**config.mk**
```make
export PLATFORM = sky130hd
export DESIGN_NAME = mmu
export DESIGN_NICKNAME = d
export VERILOG_FILES = /design/src/rtl/mmu_pkg.sv /design/src/rtl/mmu_mapper.sv /design/src/rtl/mmu.sv
export SDC_FILE = /design/constraint.sdc
export NUM_CORES = 1
export LEC_CHECK = 0
export CORE_MARGIN = 2
export CORE_UTILIZATION = 44
export DETAILED_ROUTE_END_ITERATION = 6
export PLACE_DENSITY = 0.82
export SLEW_MARGIN = 25
export SYNTH_ARGS = -nofsm -noshare
export SYNTH_HDL_FRONTEND = slang
export SYNTH_HIERARCHICAL = 1
export SYNTH_SLANG_ARGS = --single-unit
```
**constraint.sdc**
```tcl
create_clock -name clk -period 3.9 [get_ports clk]
set_input_delay 1.17 -clock clk [delete_from_list [all_inputs] [get_ports clk]]
set_output_delay 1.17 -clock clk [all_outputs]
set_load 0.1 [all_outputs]
```
**src/rtl/mmu_pkg.sv**
```systemverilog
// mmu_pkg: shared constants for the Game Gear address decoder / bus mux.
//   - I/O port ranges (decoded on z80_addr[7:0])
//   - cartridge mapper register addresses
//   - reset values of the mapper bank registers and the system I/O registers
package mmu_pkg;

  // System I/O registers occupy ports PORT_GG_BASE .. PORT_GG_LAST.
  // Port 0 is the read-only start/region port, 1..5 are read/write.
  localparam logic [7:0] PORT_GG_BASE = 8'h00;
  localparam logic [7:0] PORT_GG_LAST = 8'h05;
  localparam logic [7:0] PORT_GG_ID   = 8'hC0;  // {start=1, region=1, 6'b0}
  localparam logic [7:0] PORT_OPEN    = 8'hFF;  // unmapped / no buttons

  // z80_addr[7:6] ranges
  localparam logic [1:0] RANGE_GG  = 2'b00;
  localparam logic [1:0] RANGE_CNT = 2'b01;  // V/H counters (PSG on write)
  localparam logic [1:0] RANGE_VDP = 2'b10;  // even=data, odd=control

  // Mapper bank register addresses (writes also land in RAM)
  localparam logic [15:0] MAP_BANK0_ADDR = 16'hFFFD;
  localparam logic [15:0] MAP_BANK1_ADDR = 16'hFFFE;
  localparam logic [15:0] MAP_BANK2_ADDR = 16'hFFFF;

  // First 1 KB of the cartridge is never banked
  localparam logic [15:0] MAP_FIXED_END = 16'h0400;

  // Reset values
  localparam logic [1:0] BANK0_RST = 2'd0;
  localparam logic [1:0] BANK1_RST = 2'd1;
  localparam logic [1:0] BANK2_RST = 2'd2;

  localparam logic [7:0] GG_REG1_RST = 8'h7F;
  localparam logic [7:0] GG_REG2_RST = 8'hFF;
  localparam logic [7:0] GG_REG3_RST = 8'h00;
  localparam logic [7:0] GG_REG4_RST = 8'hFF;
  localparam logic [7:0] GG_REG5_RST = 8'h00;

endpackage

```
**src/rtl/mmu_mapper.sv**
```systemverilog
// mmu_mapper: 3-slot cartridge bank mapper.
//   clk, rst      : clock, synchronous active-high reset
//   z80_addr      : CPU address bus
//   bank_wdata    : z80_do[1:0], new bank number on a mapper write
//   z80_mem_wr    : qualified memory write strobe
//   cart_addr     : banked cartridge address (combinational)
module mmu_mapper
  import mmu_pkg::*;
(
  input  logic        clk,
  input  logic        rst,
  input  logic [15:0] z80_addr,
  input  logic [1:0]  bank_wdata,
  input  logic        z80_mem_wr,
  output logic [15:0] cart_addr
);

  logic [1:0] bank0;
  logic [1:0] bank1;
  logic [1:0] bank2;
  logic [1:0] bank_sel;

  // Re-written on every edge while the strobe is high; same value, so harmless.
  always_ff @(posedge clk) begin
    if (rst) begin
      bank0 <= BANK0_RST;
      bank1 <= BANK1_RST;
      bank2 <= BANK2_RST;
    end else if (z80_mem_wr) begin
      case (z80_addr)
        MAP_BANK0_ADDR: bank0 <= bank_wdata;
        MAP_BANK1_ADDR: bank1 <= bank_wdata;
        MAP_BANK2_ADDR: bank2 <= bank_wdata;
        default: ;
      endcase
    end
  end

  // Slot 3 (0xC000-0xFFFF) is RAM, so its cartridge page is a don't-care; 0 is used.
  always_comb begin
    bank_sel = 2'b00;
    if (z80_addr >= MAP_FIXED_END) begin
      case (z80_addr[15:14])
        2'd0:    bank_sel = bank0;
        2'd1:    bank_sel = bank1;
        2'd2:    bank_sel = bank2;
        default: bank_sel = 2'b00;
      endcase
    end
    cart_addr = {bank_sel, z80_addr[13:0]};
  end

endmodule

```
**src/rtl/mmu.sv**
```systemverilog
// mmu: Game Gear address decoder and CPU data-bus multiplexer.
//   clk, rst                      : clock, synchronous active-high reset
//   z80_addr/z80_do/z80_di        : CPU address, write data, read data
//   z80_mem_rd/wr, z80_io_rd/wr   : qualified CPU strobes
//   ram_we/ram_di/ram_do/ram_addr : 8 KB work RAM (mirrored at 0xE000)
//   cart_di/cart_do/cart_addr     : cartridge ROM, banked address
//   vdp_*_wr/rd                   : one-cycle pulses at the start of a VDP port access
//   vdp_control_o/vdp_data_o      : VDP status / read buffer
//   vdp_v_counter/vdp_h_counter   : VDP beam counters
// Valid/ready: there is no handshake; every strobe is an access qualifier and
// all decode/mux paths respond combinationally in the same cycle.
module mmu
  import mmu_pkg::*;
(
  input  logic        clk,
  input  logic        rst,
  input  logic [15:0] z80_addr,
  input  logic [7:0]  z80_do,
  output logic [7:0]  z80_di,
  input  logic        z80_mem_rd,
  input  logic        z80_mem_wr,
  input  logic        z80_io_rd,
  input  logic        z80_io_wr,
  output logic        ram_we,
  output logic [7:0]  ram_di,
  input  logic [7:0]  ram_do,
  output logic [12:0] ram_addr,
  output logic [7:0]  cart_di,
  input  logic [7:0]  cart_do,
  output logic [15:0] cart_addr,
  output logic        vdp_control_wr,
  output logic        vdp_control_rd,
  output logic        vdp_data_wr,
  output logic        vdp_data_rd,
  input  logic [7:0]  vdp_control_o,
  input  logic [7:0]  vdp_data_o,
  input  logic [7:0]  vdp_v_counter,
  input  logic [7:0]  vdp_h_counter
);

  logic [7:0] port;
  logic       is_ram;
  logic       is_gg_rw;
  logic [7:0] gg_reg1, gg_reg2, gg_reg3, gg_reg4, gg_reg5;
  logic [7:0] io_rdata;
  logic [3:0] vdp_raw;    // {control_rd, control_wr, data_rd, data_wr}
  logic [3:0] vdp_raw_q;

  assign port     = z80_addr[7:0];
  assign is_ram   = (z80_addr[15:14] == 2'b11);
  assign is_gg_rw = (port > PORT_GG_BASE) && (port <= PORT_GG_LAST);

  assign ram_addr = z80_addr[12:0];
  assign ram_di   = z80_do;
  assign ram_we   = z80_mem_wr & is_ram;
  assign cart_di  = z80_do;

  mmu_mapper u_mapper (
    .clk        (clk),
    .rst        (rst),
    .z80_addr   (z80_addr),
    .bank_wdata (z80_do[1:0]),
    .z80_mem_wr (z80_mem_wr),
    .cart_addr  (cart_addr)
  );

  always_ff @(posedge clk) begin
    if (rst) begin
      gg_reg1 <= GG_REG1_RST;
      gg_reg2 <= GG_REG2_RST;
      gg_reg3 <= GG_REG3_RST;
      gg_reg4 <= GG_REG4_RST;
      gg_reg5 <= GG_REG5_RST;
    end else if (z80_io_wr && is_gg_rw) begin
      case (port[2:0])
        3'd1:    gg_reg1 <= z80_do;
        3'd2:    gg_reg2 <= z80_do;
        3'd3:    gg_reg3 <= z80_do;
        3'd4:    gg_reg4 <= z80_do;
        3'd5:    gg_reg5 <= z80_do;
        default: ;
      endcase
    end
  end

  always_comb begin
    io_rdata = PORT_OPEN;
    case (port[7:6])
      RANGE_GG: begin
        if (port == PORT_GG_BASE) io_rdata = PORT_GG_ID;
        else if (is_gg_rw) begin
          case (port[2:0])
            3'd1:    io_rdata = gg_reg1;
            3'd2:    io_rdata = gg_reg2;
            3'd3:    io_rdata = gg_reg3;
            3'd4:    io_rdata = gg_reg4;
            default: io_rdata = gg_reg5;
          endcase
        end
      end
      RANGE_CNT: io_rdata = port[0] ? vdp_h_counter : vdp_v_counter;
      RANGE_VDP: io_rdata = port[0] ? vdp_control_o : vdp_data_o;
      default:   io_rdata = PORT_OPEN;
    endcase
  end

  // Memory wins if both read strobes are ever seen together.
  always_comb begin
    z80_di = PORT_OPEN;
    if (z80_mem_rd)     z80_di = is_ram ? ram_do : cart_do;
    else if (z80_io_rd) z80_di = io_rdata;
  end

  always_comb begin
    vdp_raw = 4'b0000;
    if (port[7:6] == RANGE_VDP) begin
      vdp_raw[0] = z80_io_wr & ~port[0];
      vdp_raw[1] = z80_io_rd & ~port[0];
      vdp_raw[2] = z80_io_wr &  port[0];
      vdp_raw[3] = z80_io_rd &  port[0];
    end
  end

  // History is held at 0 during reset so an access spanning release still
  // produces its pulse in the first cycle after release.
  always_ff @(posedge clk) begin
    if (rst) vdp_raw_q <= 4'b0000;
    else     vdp_raw_q <= vdp_raw;
  end

  logic [3:0] vdp_pulse;
  assign vdp_pulse      = rst ? 4'b0000 : (vdp_raw & ~vdp_raw_q);
  assign vdp_data_wr    = vdp_pulse[0];
  assign vdp_data_rd    = vdp_pulse[1];
  assign vdp_control_wr = vdp_pulse[2];
  assign vdp_control_rd = vdp_pulse[3];

endmodule

```
==> run_results.csv <==
group,metric,value,unit
pwr,power,1630,uW
critical_path,endpoint_kind,"primary output",
detailed_routing,wl_per_cell,20.0,um
synth,avgSynthCellArea,8.17,sq um
detailed_routing,antenna_left,0,
detailed_routing,met3_length,827,um
cells_and_area,drive_gt1_frac,0.332,
timing,tns,-78.9,ps
detailed_routing,drc,0,
status,status,"finished, violations left",
synth,synth_cell_type_count,39,
clock_tree,insertion_delay,320,ps
status,violations,"setup timing",
cells_and_area,layout_common_cells,"66 x clkdlybuf4s50_1, 59 x buf_12, 58 x nor2_1",
cells_and_area,fillers,398,
clock_tree,cts_sinks,50,
detailed_routing,drt_iter0_drc,283,
critical_path,critPathMaxFanout,6,
global_route,grt_pass1_vias,3860,
floorplan,io_pins,136,
synth,ys_warn_count,6,
global_route,grt_max_degree,58,
floorplan,die_w,91.0,um
synth,synth_flop_cell,"dfxtp_1",
timing,hold_violations,0,
timing,rsz0062_at_grt,"true",
timing,finalCriticalPeriod,3930,ps
critical_path,timing.critical_path.mode_cell,"buf_4",
timing,setup_slack,-33.1,ps
synth,async_flop_share,0,
timing,slew_viol_final,0,
critical_path,crit_family,"buffers and inverters",
detailed_routing,vias,3700,
global_route,overflow,0,
critical_path,worstReg2RegStart,"gg_reg1[4]",
timing,finalCritPeriodShare,1.01,
pwr,p_leak,0.00232,uW
clock_tree,htreeDepth,2,
synth,synth_edf_count,0,
clock_tree,numCtsBuffers,5,
place,dp_hpwl,8.46,mm
timing,max_freq,0.254,GHz
cells_and_area,finalNonFillerCells,638,
cells_and_area,fin_area,0.00594,sq mm
job,cap_violations,0,
place,numPortBuffers,135,
cells_and_area,layout_commonest_cell,"clkdlybuf4s50_1",
timing,hold_ws,473,ps
timing,finClkSkew,0,ps
clock_tree,cts_max_path_buffers,2,
hold_path,hold_path_end,"gg_reg2[3]",
detailed_routing,wl_met2,6.82,mm
critical_path,critPathSlowestCell,"a2111oi_4",
pwr,powerDensity,275,mW/mm^2
detailed_routing,finalWirelength,12.7,mm
clock_tree,clk_pin_slew_worst_paths,100,ps
synth,yosysTopAreaCellShare,0.300,
floorplan,floorplan.rows,31,
global_route,grt_usage,0.297,
floorplan,core_region_area,0.00729,sq mm
critical_path,arrival,2760,ps
hold_path,hold_path.class,"reg2reg",
critical_path,path_cells,"buf_8 > nor3_4 > buf_4 > nand4_1 > buf_6 > a2111oi_4 > buf_4 > o221ai_4 > buf_12",
synth,syn-num-nets,486,
critical_path,r2r_end,"gg_reg1[4]",
critical_path,ff2ff_path_depth,2,
critical_path,max_stage_delay,400,ps
global_route,grt_pass1_wl,19.8,mm
synth,synthCells,408,
place,placed_cells,625,
timing,tightest_slew,699,ps
cells_and_area,antennaDiodeCount,0,
detailed_routing,vias_per_cell,5.80,
place,placedInstanceArea,0.00555,sq mm
global_route,antenna_found_initial,0,
floorplan,dieArea,0.00829,sq mm
detailed_routing,maxUsedRoutingLayer,"met4",
cells_and_area,syn2layout_area_growth,78.1,%
floorplan,die_h,91.0,um
synth,synth_area_leaders,"dfxtp_1 30%, mux2i_1 12%, buf_4 9.9%",
clock_tree,cts-root-buf,"clkbuf_8",
pwr,ir_drop,0.000180,V
synth,syn-cell-area,0.00333,sq mm
synth,yosysSeqAreaShare,0.300,
detailed_routing,drt-met1-wl,4.57,mm
place,finalWeightedCongestion,0.860,
cells_and_area,final_net_count,616,
detailed_routing,firstDrtPassIters,5,
critical_path,crit_type,"in2out",
critical_path,required,2730,ps
floorplan,initial_core_util,0.457,
critical_path,ff2ff_setup_slack,3160,ps
synth,synth_top_cell_by_area,"dfxtp_1",
timing,setup_viol,3,
timing,slew_headroom,0.532,
hold_path,hp-start,"gg_reg2[3]",
critical_path,cp-startpoint,"z80_addr[3]",
critical_path,crit_buf_inv,5,
hold_path,min_path_cells,1,
critical_path,start_kind,"primary input",
clock_tree,cts_tree,"built",
synth,synth-seq-cells,50,
==> cells in the mapped netlist (all sizes together) (7+ instances only) <==
library cell	instances
a21oi	23
o21ai	11
nand2b	17
nand2	13
buf	51
a211o	23
o221ai	8
dfxtp	50
nor3	14
nor2b	8
clkbuf	20
o211ai	8
nand3b	16
mux2i	40
a2111oi	7
inv	10
nor2	59
==> power by group <==
group | switching (uW) | internal, uW
logic | 440 | 286
clock network | 198 | 196
registers | 1.07 | 512
==> how the worst max path moves through the flow <==
stage | endpoint | slack (ps) | cells past startpoint
3_5_place_dp | z80_di[5] | -410 | 8
2_1_floorplan | vdp_data_rd | -160 | 4
4_1_cts | z80_di[1] | 0.4 | 8
6_report | z80_di[7] | -30 | 9
5_1_grt | z80_di[7] | -80 | 9
3_3_place_gp | z80_di[0] | -340 | 9
==> repair_timing <==
action / in CTS / in global routing
hold buffers: 0 / 0
pin swaps: 3 / 12
buffers inserted: 1 / 9
resized for setup: 53 / 36
endpoints found under the setup margin: 12 / 10
==> flip-flops by register name, indices dropped and copies added, names as in the netlist <==
signal and flops:
gg_reg4 8, gg_reg5 8, gg_reg3 8, vdp_raw_q 4
gg_reg1 8, u_mapper/bank2 2, u_mapper/bank0 2, gg_reg2 8
u_mapper/bank1 2
==> per-layer routing <==
| metal | vias up | global-route usage |
|---|---|---|
| met5 | - | 0 |
| met1 | 1784 | 0.318 |
| met3 | 48 | 0.0622 |
| met4 | 0 | 0.136 |
| li1 | 1671 | - |
| met2 | 197 | 0.554 |
==> final cells by class <==
class,count,area [sq um],area share
Timing Repair Buffer,194,2400,0.404
Multi-Input combinational cell,277,2260,0.380
Sequential cell,50,1000,0.169
Tap cell,99,124,0.0209
Clock buffer,5,68.8,0.0116
Clock inverter,3,48.8,0.00822
Inverter,10,37.5,0.00632
==> worst reg2reg max path, delay by kind of cell, from the launching register on <==
family / cells / cell delay, ps
flip-flops: 1 / 360
AND/OR/NAND/NOR: 1 / 210
AO/OA/AOI/OAI: 1 / 70
==> kinds of logic after synthesis <==
group	share of synthesized area
flip-flops	0.300
buffers and inverters	0.145
multiplexers	0.120
AO/OA/AOI/OAI	0.180
AND/OR/NAND/NOR	0.255
==> stage by stage <==
step,setup WS (ps),utilization
3_3_place_gp,-345,0.761
5_1_grt,-78.2,0.814
6_report,-33.1,0.814
4_1_cts,0.414,0.804
3_5_place_dp,-409,0.761
2_1_floorplan,-164,-
Note: power is estimated with default switching activity, not from simulation.
